==> config.mk <==
export PLATFORM = sky130hd
export DESIGN_NAME = sseg_scan_reader
export DESIGN_NICKNAME = d
export VERILOG_FILES = /design/src/rtl/sseg_reader_pkg.sv /design/src/rtl/sseg_stable_filter.sv /design/src/rtl/sseg_scan_reader.sv
export SDC_FILE = /design/constraint.sdc
export NUM_CORES = 1
export LEC_CHECK = 0
export BUFFER_PORTS_ARGS = -buffer_cell sky130_fd_sc_hd__buf_2
export CAP_MARGIN = 10
export CORE_ASPECT_RATIO = 0.7
export CORE_MARGIN = 1
export CORE_UTILIZATION = 45
export CTS_BUF_LIST = sky130_fd_sc_hd__clkbuf_16
export CTS_CLUSTER_SIZE = 8
export DETAILED_ROUTE_END_ITERATION = 12
export MAX_ROUTING_LAYER = met4
export PLACE_DENSITY_LB_ADDON = 0.2
export SETUP_SLACK_MARGIN = 0.4
export SLEW_MARGIN = 20
export SYNTH_ARGS = -nofsm -noshare
export SYNTH_HDL_FRONTEND = slang
export SYNTH_SLANG_ARGS = --single-unit
==> constraint.sdc <==
create_clock -name clk -period 3.75 [get_ports clk]
set_input_delay 0.75 -clock clk [delete_from_list [all_inputs] [get_ports clk]]
set_output_delay 0.75 -clock clk [all_outputs]
set_load 0.02 [all_outputs]
==> src/rtl/sseg_reader_pkg.sv <==
// Shared 7-segment code table for the display mux encoder and the scan reader.
// Segment order is {a,b,c,d,e,f,g} with a in bit 6; segments are active-low.
package sseg_reader_pkg;

    localparam logic [6:0] BLANK = 7'h7F;

    // Index = hex value; entry 0 is the rightmost slice.
    localparam logic [15:0][6:0] SSEG_CODE = {
        7'h38, 7'h30, 7'h42, 7'h31, 7'h60, 7'h08, 7'h04, 7'h00,
        7'h0F, 7'h20, 7'h24, 7'h4C, 7'h06, 7'h12, 7'h4F, 7'h01
    };

    // Returns {legal, value}; any pattern outside the table (blank included) is illegal.
    function automatic logic [4:0] sseg_to_hex(input logic [6:0] seg);
        logic [4:0] r;
        r = 5'b0_0000;
        for (int i = 0; i < 16; i++) begin
            if (seg == SSEG_CODE[i]) r = {1'b1, 4'(i)};
        end
        return r;
    endfunction

endpackage

==> src/rtl/sseg_stable_filter.sv <==
// Snapshots the an/sseg bus and strobes once after it has held still for STABLE_CYC cycles.
module sseg_stable_filter #(
    parameter int STABLE_CYC = 16
) (
    input  logic       clk,
    input  logic       reset,
    input  logic [3:0] an,
    input  logic [7:0] sseg,
    output logic       sample,
    output logic [3:0] an_p0,
    output logic [7:0] sseg_p0
);

    localparam int CW = $clog2(STABLE_CYC + 1);

    logic [CW-1:0] cnt;
    logic          same;

    assign same   = ({an, sseg} == {an_p0, sseg_p0});
    // Strobe on the edge where the counter climbs to STABLE_CYC; saturation blocks repeats.
    assign sample = same && (cnt == CW'(STABLE_CYC - 1));

    always_ff @(posedge clk) begin
        an_p0   <= an;
        sseg_p0 <= sseg;
        if (!reset) begin
            cnt <= '0;
        end else if (!same) begin
            cnt <= '0;
        end else if (cnt != CW'(STABLE_CYC)) begin
            cnt <= cnt + 1'b1;
        end
    end

endmodule

==> src/rtl/sseg_scan_reader.sv <==
// Rebuilds four hex digits and decimal points from a multiplexed 7-segment bus.
// Optional digit timeout / stale flag enabled by defining SSEG_READER_TIMEOUT_EN.
module sseg_scan_reader
    import sseg_reader_pkg::*;
#(
    parameter int STABLE_CYC  = 16,
    parameter int TIMEOUT_CYC = 2**20
) (
    input  logic       clk,
    input  logic       reset,
    input  logic [3:0] an,
    input  logic [7:0] sseg,
    output logic [3:0] hex3,
    output logic [3:0] hex2,
    output logic [3:0] hex1,
    output logic [3:0] hex0,
    output logic [3:0] dp,
    output logic [3:0] valid,
    output logic       frame_tick,
    output logic       seg_err,
    output logic       stale
);

    logic            sample;
    logic [3:0]      an_p0;
    logic [7:0]      sseg_p0;
    logic [3:0][3:0] digit_p1;
    logic [3:0]      mask;
    logic            onehot;
    logic [1:0]      pos;
    logic [4:0]      dec;
    logic            legal_smp;
    logic [3:0]      pos_bit;
    logic            timeout;

    sseg_stable_filter #(.STABLE_CYC(STABLE_CYC)) u_filter (
        .clk     (clk),
        .reset   (reset),
        .an      (an),
        .sseg    (sseg),
        .sample  (sample),
        .an_p0   (an_p0),
        .sseg_p0 (sseg_p0)
    );

    always_comb begin
        onehot = 1'b0;
        pos    = 2'd0;
        case (an_p0)
            4'b1110: begin onehot = 1'b1; pos = 2'd0; end
            4'b1101: begin onehot = 1'b1; pos = 2'd1; end
            4'b1011: begin onehot = 1'b1; pos = 2'd2; end
            4'b0111: begin onehot = 1'b1; pos = 2'd3; end
            default: begin onehot = 1'b0; pos = 2'd0; end
        endcase
        dec       = sseg_to_hex(sseg_p0[6:0]);
        legal_smp = sample && onehot && dec[4];
        pos_bit   = legal_smp ? (4'b0001 << pos) : 4'b0000;
    end

`ifdef SSEG_READER_TIMEOUT_EN
    localparam int TW = $clog2(TIMEOUT_CYC + 1);

    logic [TW-1:0] to_cnt;
    logic          stale_r;

    assign timeout = !legal_smp && (to_cnt == TW'(TIMEOUT_CYC - 1));
    assign stale   = stale_r;

    always_ff @(posedge clk) begin
        if (!reset) begin
            to_cnt  <= '0;
            stale_r <= 1'b0;
        end else begin
            if (legal_smp) begin
                to_cnt <= '0;
            end else if (to_cnt != TW'(TIMEOUT_CYC)) begin
                to_cnt <= to_cnt + 1'b1;
            end
            if (timeout) begin
                stale_r <= 1'b1;
            end else if (legal_smp) begin
                stale_r <= 1'b0;
            end
        end
    end
`else
    // Feature compiled out: the comparison is always false and just keeps TIMEOUT_CYC referenced.
    assign timeout = (TIMEOUT_CYC < 0);
    assign stale   = 1'b0;
`endif

    // Stage p1: per-digit registers, frame mask and error flag
    always_ff @(posedge clk) begin
        if (!reset) begin
            digit_p1   <= '0;
            dp         <= 4'hF;
            valid      <= 4'h0;
            mask       <= 4'h0;
            frame_tick <= 1'b0;
            seg_err    <= 1'b0;
        end else begin
            if (legal_smp) begin
                digit_p1[pos] <= dec[3:0];
                dp[pos]       <= sseg_p0[7];
            end
            if (sample && onehot && !dec[4]) seg_err <= 1'b1;
            frame_tick <= (mask == 4'hF);
            if (timeout) begin
                valid <= 4'h0;
                mask  <= 4'h0;
            end else begin
                valid <= valid | pos_bit;
                // A sample landing on the tick edge goes into the freshly cleared mask.
                mask  <= ((mask == 4'hF) ? 4'h0 : mask) | pos_bit;
            end
        end
    end

    assign hex0 = digit_p1[0];
    assign hex1 = digit_p1[1];
    assign hex2 = digit_p1[2];
    assign hex3 = digit_p1[3];

endmodule

==> run_results.csv, run 1 <==
group,metric,value,unit
outcome,outcome,"completed",
placed_design,dpl-instance-area,0.00246,mm^2
synth,avgSynthCellArea,10.3,um^2
clock_network,clk_latency,290,ps
timing,fin_setup_tns,0,ps
final_layout,top_regs,"u_filter.sseg_p0 (8), u_filter.cnt (5)",
die,die-width,87.3,um
synth,synth_top_area_share,41.1,%
timing,holdWs,448,ps
drt,drc_errors,0,
clock_network,cts_root_buf,"clkbuf_16",
timing,worst_pin_slew,715,ps
clock_network,cts.sinks,47,
power,power.density,392,mW/mm^2
timing,skew,5.12,ps
timing,slew_viol_final,0,
timing,setup-violations-final,0,
synth,netlist_instances,222,
critical_path,crit_type,"flip-flop to flip-flop",
synth,synth_edf_count,0,
final_layout,diodes,0,
synth,synthesis.area,0.00229,mm^2
die,initial_core_util,47.4,%
critical_path,cp.arrival,2700,ps
drt,finalWirelength,4.39,mm
timing,finalHoldViolCount,0,
synth,ys.flop_type,"dfxtp_1",
die,rows,21,
global_route,globalRouteOverflowTotal,0,
final_layout,final_common_cell,"dfxtp_1",
critical_path,worstPathMaxFanout,11,
global_route,grt_antenna_before_repair,0,
global_route,grt_usage,17.9,%
power,p_leak,1.03,nW
synth,syn_nets,239,
power,p_total,1.02,mW
final_layout,stdcell_count,323,
placed_design,placement.io_buffers,39,
drt,firstDrtPassIters,4,
clock_network,cts_hold_buf,0,
placed_design,gp_congestion,0.804,
critical_path,startpoint_type,"flip-flop",
final_layout,largest-register,"u_filter.sseg_p0",
clock_network,cts_buffers,5,
clock_network,cts_setup_buffers,0,
synth,ys_ff_latch,47,
synth,synth_cell_types,48,
final_layout,fin_util,53.9,%
power,peakVddDrop,0.259,mV
global_route,grt_pass1_wl,6.98,mm
synth,synth_warnings,0,
min_path,hp-class,"flip-flop to flip-flop",
synth,synth_top_cell_by_area,"dfxtp_1",
final_layout,design_area,0.00261,mm^2
placed_design,dp.final_hpwl,3.15,mm
critical_path,required,3960,ps
final_layout,area_growth,13.8,%
timing,relSlewSlack,52.2,%
clock_network,clockBufferDepth,2,
synth,ys_seq_area_share,41.1,%
placed_design,place_inst,315,
drt,drtIter0Drc,76,
die,io_pins,41,
timing,max_freq,401,MHz
die,die-height,61.7,um
drt,drtAntennaViolNets,0,
synth,async_reset_ff_share,0,%
drt,vias,1678,
timing,grt_setup_unrepaired,"no",
synth,synth_area_leaders,"dfxtp_1, mux2i_1, xor2_1",
min_path,worstHoldPathCells,2,
global_route,grt_pass1_vias,1438,
final_layout,fin_nets,270,
timing,layout_min_cycle_time,2490,ps
drt,via_per_inst,5.20,
timing,finalCritPeriodShare,66.5,%
clock_network,clk_pin_slew_worst_paths,60,ps
clock_network,htree_num_levels,2,
final_layout,largest_reg_flops,8,
final_layout,final_cell_mix,"dfxtp_1, buf_2, nor2_1, mux2i_1, nand2_1",
die,core,0.00483,mm^2
final_layout,drive_above_1_share,25.2,%
critical_path,setup.worst_path.end_class,"flip-flop",
timing,timing.final.ws_setup,1260,ps
global_route,grt_max_degree,29,
run,cap_violations,0,
drt,avgRoutedWirePerCell,13.6,um
die,die-area,0.00538,mm^2
clock_network,cts_tree,"yes",
critical_path,ff2ff_path_depth,5,
clock_network,cts_resized,0,
placed_design,pre_cts_slack,1010,ps
[path summary, 6_finish.rpt]
check / slack (ps) / start / endpoint
worst min register to register: 450 / hex1[2] / hex1[2]
worst max-delay path: 1260 / u_filter.sseg_p0[5] / hex0[3]
worst min-delay path: 450 / hex1[2] / hex1[2]
worst max register to register: 1260 / u_filter.sseg_p0[5] / hex0[3]
[area by class of cell]
type | count | area, um^2
fillers | 450 | 2230
clock buffers | 5 | 125
clock inverters | 3 | 20.0
well taps | 69 | 86.3
flip-flops and latches | 47 | 941
inverters | 11 | 41.3
repair buffers | 39 | 195
multi-input cells | 149 | 1200
[worst max-delay path, stage by stage (launching register included)]
cell and delay [ps]:
dfxtp_1 620, xor2_1 150, nor4_2 470, nand3_4 210
a2111oi_4 700, mux2i_1 270
[metal layers]
metal	track usage [%]	share of wire [%]	up-vias	wire [um]
met5	-	0	-	0
met3	4.49	4.2	5	186
li1	-	-	848	-
met2	25.8	43	36	1880
met1	24.4	52	789	2280
met4	6.32	1.0	0	46
[cell usage after synthesis, types with 2 or more instances]
library cell and number:
o41ai_1 2, a2111oi_4 3, and2_1 3, or4_1 4, o21ai_0 3, buf_2 5
nand4_1 5, a21oi_1 9, clkbuf_1 3, dfxtp_1 47, xor2_1 10, nand3_1 3
o21a_1 7, xnor2_1 3, a211oi_1 2, nand4b_1 3, buf_4 2, nor4_4 2
inv_1 11, nor4_1 2, ha_1 3, xor2_2 4, buf_6 4, mux2i_1 18
nor2_1 18, nor3_1 6, and3_1 3, o211a_1 3, nand2_1 15
[cells by family after synthesis]
kind of cell	synth area share, %
buf+inv	6.61
flops	41.1
fa+ha+maj	1.64
other cells	0.164
mux	7.86
xor+xnor	7.81
simple gates	19.2
compound gates	15.7
[power breakdown]
| group | switching [mW] | leakage [nW] | internal, mW |
|---|---|---|---|
| Combinational | 0.0372 | 0.585 | 0.0262 |
| Sequential | 0.0202 | 0.383 | 0.506 |
| Clock | 0.187 | 0.0658 | 0.245 |
(Power assumes the default switching activity.)
==> inputs of run 2 (changes only) <==
- clock period: 3.75 -> 2.4 ns (I/O delays scaled with it)
==> run 2 against run 1 <==
Worst hold slack lost 130 ps; sequential power grew 54%; die area is the same; combinational power grew 140%; core utilization grew 8.0 points; flip-flop and latch count is the same; non-clock buffer count grew 29; register-to-register slack lost 940 ps.
==> run_results.csv, run 2 (synthesis gave the netlist of run 1 again) <==
group,metric,value,unit
critical_path,worstPathMaxFanout,7,
run,cap_violations,0,
final_layout,top_regs,"u_filter.sseg_p0 (8), u_filter.cnt (5)",
final_layout,largest_reg_flops,8,
final_layout,fillCellCount,402,
placed_design,pre_cts_slack,84.7,ps
timing,skew,6.95,ps
timing,timing.final.ws_setup,322,ps
final_layout,layout.area.seq,968,um^2
global_route,grt_max_degree,17,
global_route,globalRouteOverflowTotal,0,
drt,vias,1852,
timing,worst_pin_slew,598,ps
drt,drtIter0Drc,114,
global_route,grt_pass1_vias,1591,
critical_path,cp.arrival,2230,ps
drt,finalWirelength,5.10,mm
drt,via_per_inst,5.25,
final_layout,area_growth,30.8,%
die,rows,21,
power,peakVddDrop,0.352,mV
die,initial_core_util,47.4,%
placed_design,gp_congestion,0.847,
final_layout,final_cell_mix,"buf_2, dfxtp_1, buf_4, mux2i_1, nor2_1",
critical_path,required,2550,ps
die,die-height,61.7,um
timing,slew_viol_final,0,
drt,firstDrtPassIters,5,
min_path,hp-class,"input port to flip-flop",
final_layout,multi_input_area,0.00130,mm^2
drt,avgRoutedWirePerCell,14.4,um
clock_network,clk_pin_slew_worst_paths,70,ps
timing,setup-violations-final,0,
critical_path,crit_type,"flip-flop to flip-flop",
placed_design,placement.io_buffers,39,
clock_network,cts_buffers,5,
clock_network,cts_tree,"yes",
drt,drtAntennaViolNets,0,
die,die-area,0.00538,mm^2
timing,fin_setup_tns,0,ps
critical_path,setup.worst_path.end_class,"flip-flop",
global_route,grt_usage,20.0,%
clock_network,cts_root_buf,"clkbuf_16",
global_route,grt_antenna_before_repair,0,
timing,grt_setup_unrepaired,"yes",
global_route,grt_pass1_wl,7.73,mm
clock_network,clockBufferDepth,2,
die,io_pins,41,
power,p_leak,1.21,nW
final_layout,diodes,0,
critical_path,crit_chain,"buf_8 -> xor2_4 -> nor4_4 -> buf_4 -> nand3_4 -> a2111o_1 -> buf_12 -> mux2i_1",
timing,layout_min_cycle_time,2080,ps
final_layout,fin_nets,300,
critical_path,cp.buffers_inverters,3,
timing,relSlewSlack,59.9,%
final_layout,largest-register,"u_filter.sseg_p0",
timing,max_freq,481,MHz
die,die-width,87.3,um
critical_path,startpoint_type,"flip-flop",
outcome,outcome,"completed",
clock_network,htree_num_levels,2,
clock_network,cts.sinks,47,
die,core,0.00483,mm^2
critical_path,cpLargestDelayFamily,"buffers and inverters",
critical_path,cp_slowest_stage_delay,450,ps
timing,finalCritPeriodShare,86.6,%
clock_network,clk_latency,290,ps
power,power.density,554,mW/mm^2
final_layout,drive_above_1_share,39.4,%
timing,finalHoldViolCount,0,
clock_network,cts_hold_buf,0,
final_layout,final_common_cell,"buf_2",
critical_path,critPathSlowestCell,"a2111o_1",
drt,drc_errors,0,
placed_design,dp.final_hpwl,3.23,mm
run 2: area by class of cell:
cell class / instances / area share, %
multi-input cells: 150 / 43.3
inverters: 11 / 1.38
repair buffers: 68 / 15.1
clock inverters: 3 / 0.835
well taps: 69 / 2.88
clock buffers: 5 / 4.18
flip-flops and latches: 47 / 32.3
run 2: metal layers:
layer,share of wire (%),track usage (%),vias up
li1,-,-,912
met1,47,27.0,866
met2,46,29.6,64
met3,5.8,5.15,10
met4,1.5,6.32,0
met5,0,-,-
run 2: what timing repair did:
item / CTS / global route
pin swaps: 13 / 14
cloned: 1 / 0
endpoints found under the setup margin: 29 / 29
gates resized for setup: 30 / 11
setup buffers: 14 / 8
run 2: through the flow:
stage	util [%]	instance area, um^2	power [mW]	hold slack (ps)	instances
after CTS	59.8	2890	1.66	307	345
after detailed placement	52.0	2510	0.946	445	322
after global placement	52.0	2510	0.945	441	322
after floorplan	-	2290	0.921	437	222
final	62.0	3000	1.66	316	353
after global routing	62.0	3000	1.73	311	353
run 2: worst paths after layout:
kind | slack [ps] | cells past startpoint | to | start
min reg2reg | 450 | 2 | hex3[3] | hex3[3]
max reg2reg | 320 | 8 | hex1[1] | u_filter.sseg_p0[2]
min | 320 | 1 | u_filter.an_p0[3] | an[3]
max | 320 | 8 | hex1[1] | u_filter.sseg_p0[2]
run 2: where the power goes:
| group | internal [mW] | leakage (nW) | switching [mW] |
|---|---|---|---|
| registers | 0.788 | 0.386 | 0.0228 |
| logic | 0.0675 | 0.751 | 0.0847 |
| clock network | 0.389 | 0.0700 | 0.308 |
==> inputs of run 3 (changes only) <==
- BUFFER_PORTS_ARGS: -buffer_cell sky130_fd_sc_hd__buf_2 -> -buffer_cell sky130_fd_sc_hd__buf_4
==> run 3 against run 2 <==
Power grew 12%; routed wire length increased by 3.0%; cell area rose by 4.6%; combinational power up 4%; cell count down 0.57%; global-route usage is 1.3 points lower; core utilization is 2.8 points higher; worst hold slack worse by 5.7 ps; register-to-register slack got worse by 40 ps; worst setup slack worse by 39 ps; die area unchanged; critical endpoint unchanged; largest cell class unchanged.
==> run_results.csv, run 3 (synthesis gave the netlist of run 1 again) <==
group,metric,value,unit
global_route,grtUsageMet1,26.3,%
global_route,top_usage_layer,"met2",
final_layout,fillCellCount,401,
clock_network,htree_num_levels,2,
final_layout,area_growth,36.8,%
die,initial_core_util,47.4,%
timing,worst_pin_slew,603,ps
min_path,hp-start,"an[3]",
die,die-height,61.7,um
critical_path,cp.buffers_inverters,1,
outcome,outcome,"completed",
timing,grt_setup_unrepaired,"yes",
die,die-width,87.3,um
critical_path,cpLargestDelayFamily,"compound AO/OA/AOI/OAI gates",
power,p_leak,1.23,nW
timing,relSlewSlack,59.5,%
global_route,grt_antenna_before_repair,0,
die,rows,21,
critical_path,critPathSlowestCell,"or4_4",
die,die-area,0.00538,mm^2
timing,setup-violations-final,0,
final_layout,final_cell_mix,"buf_4, dfxtp_1, mux2i_1, nor2_1, nand2_1",
critical_path,rr_startpoint,"u_filter.sseg_p0[2]",
global_route,grt_max_degree,29,
timing,fin_setup_tns,0,ps
final_layout,diodes,0,
drt,via_per_inst,5.31,
power,power.density,593,mW/mm^2
placed_design,placement.io_buffers,39,
clock_network,clk_latency,280,ps
global_route,grt_pass1_vias,1493,
die,io_pins,41,
timing,slew_viol_final,0,
run,cap_violations,0,
critical_path,crit_type,"flip-flop to flip-flop",
clock_network,cts.sinks,47,
die,core,0.00483,mm^2
critical_path,startpoint_type,"flip-flop",
timing,skew,5.34,ps
global_route,use_met2,27.8,%
drt,drtAntennaViolNets,0,
critical_path,required,2540,ps
clock_network,clockBufferDepth,2,
global_route,globalRouteOverflowTotal,0,
timing,finalHoldViolCount,0,
placed_design,dpl-instance-area,0.00261,mm^2
critical_path,worstPathMaxFanout,8,
timing,max_freq,472,MHz
clock_network,clk_pin_slew_worst_paths,70,ps
global_route,grt_pass1_wl,7.27,mm
critical_path,crit_start,"u_filter.sseg_p0[2]",
final_layout,largest-register,"u_filter.sseg_p0",
critical_path,crit_chain,"or4_4 -> nand2_4 -> a311oi_4 -> a2111o_1 -> buf_12 -> mux2i_1",
clock_network,cts_buffers,5,
final_layout,drive_above_1_share,39.4,%
final_layout,final_common_cell,"buf_4",
final_layout,fin_nets,298,
final_layout,top_regs,"u_filter.sseg_p0 (8), u_filter.cnt (5)",
clock_network,cts_tree,"yes",
clock_network,cts_root_buf,"clkbuf_16",
placed_design,gp_congestion,0.857,
critical_path,setup.worst_path.end_class,"flip-flop",
critical_path,cp.arrival,2260,ps
drt,drc_errors,0,
placed_design,dp.final_hpwl,3.26,mm
drt,finalWirelength,5.25,mm
drt,vias,1865,
power,peakVddDrop,0.360,mV
drt,firstDrtPassIters,4,
final_layout,design_area,0.00313,mm^2
drt,avgRoutedWirePerCell,15.0,um
timing,finalCritPeriodShare,88.2,%
final_layout,largest_reg_flops,8,
min_path,hp-class,"input port to flip-flop",
global_route,gr-usage-met3,4.10,%
critical_path,cp_slowest_stage_delay,530,ps
timing,layout_min_cycle_time,2120,ps
global_route,grt_usage,18.7,%
drt,drtIter0Drc,136,
clock_network,cts_hold_buf,0,
==> run 3: final timing paths <==
path	to	depth (start not counted)	slack [ps]
setup / recovery	hex1[1]	6	280
setup reg to reg	hex1[1]	6	280
hold reg to reg	hex1[2]	2	460
hold / removal	u_filter.an_p0[3]	1	310
==> run 3: per-layer routing <==
| metal | vias up | wire (um) |
|---|---|---|
| li1 | 908 | - |
| met1 | 899 | 2580 |
| met2 | 56 | 2400 |
| met3 | 2 | 266 |
| met4 | 0 | 11 |
| met5 | - | 0 |
==> run 3: per-stage QoR <==
| stage | hold slack (ps) | worst slack [ps] | power (mW) | std cells | utilization (%) |
|---|---|---|---|---|---|
| 4_1_cts | 308 | 323 | 1.84 | 341 | 61.7 |
| 3_3_place_gp | 445 | 165 | 0.951 | 322 | 54.0 |
| 3_5_place_dp | 440 | 90.5 | 0.951 | 322 | 54.0 |
| 2_1_floorplan | 437 | 404 | 0.921 | 222 | - |
| 6_report | 310 | 282 | 1.86 | 351 | 64.8 |
| 5_1_grt | 304 | 224 | 1.91 | 351 | 64.8 |
==> run 3: report_power, final <==
part           internal, mW  leakage, nW  switching, mW
clock network         0.596       0.0900          0.292
registers             0.789        0.386         0.0232
logic                0.0721        0.756         0.0862
total                  1.46         1.23          0.402
==> run 3: repair_timing <==
action,CTS,global route
pin swaps,13,13
buffers inserted,11,9
endpoints found under the setup margin,29,28
gates cloned,0,1
resized for setup,24,15
==> run 3: cell type report <==
cell class | count | area [um^2] | share of cell area, %
tap | 69 | 86.3 | 2.76
clock buffer | 5 | 125 | 3.99
timing repair buffer | 66 | 528 | 16.9
clock inverter | 3 | 67.6 | 2.16
sequential | 47 | 968 | 30.9
multi-input combinational | 150 | 1320 | 42.0
inverter | 11 | 41.3 | 1.32
==> run 3: worst register-to-register path, cell delays in order, from the launching register on <==
cell and delay [ps]:
dfxtp_4 380, or4_4 530, nand2_4 100, a311oi_4 190
a2111o_1 500, buf_12 160, mux2i_1 120
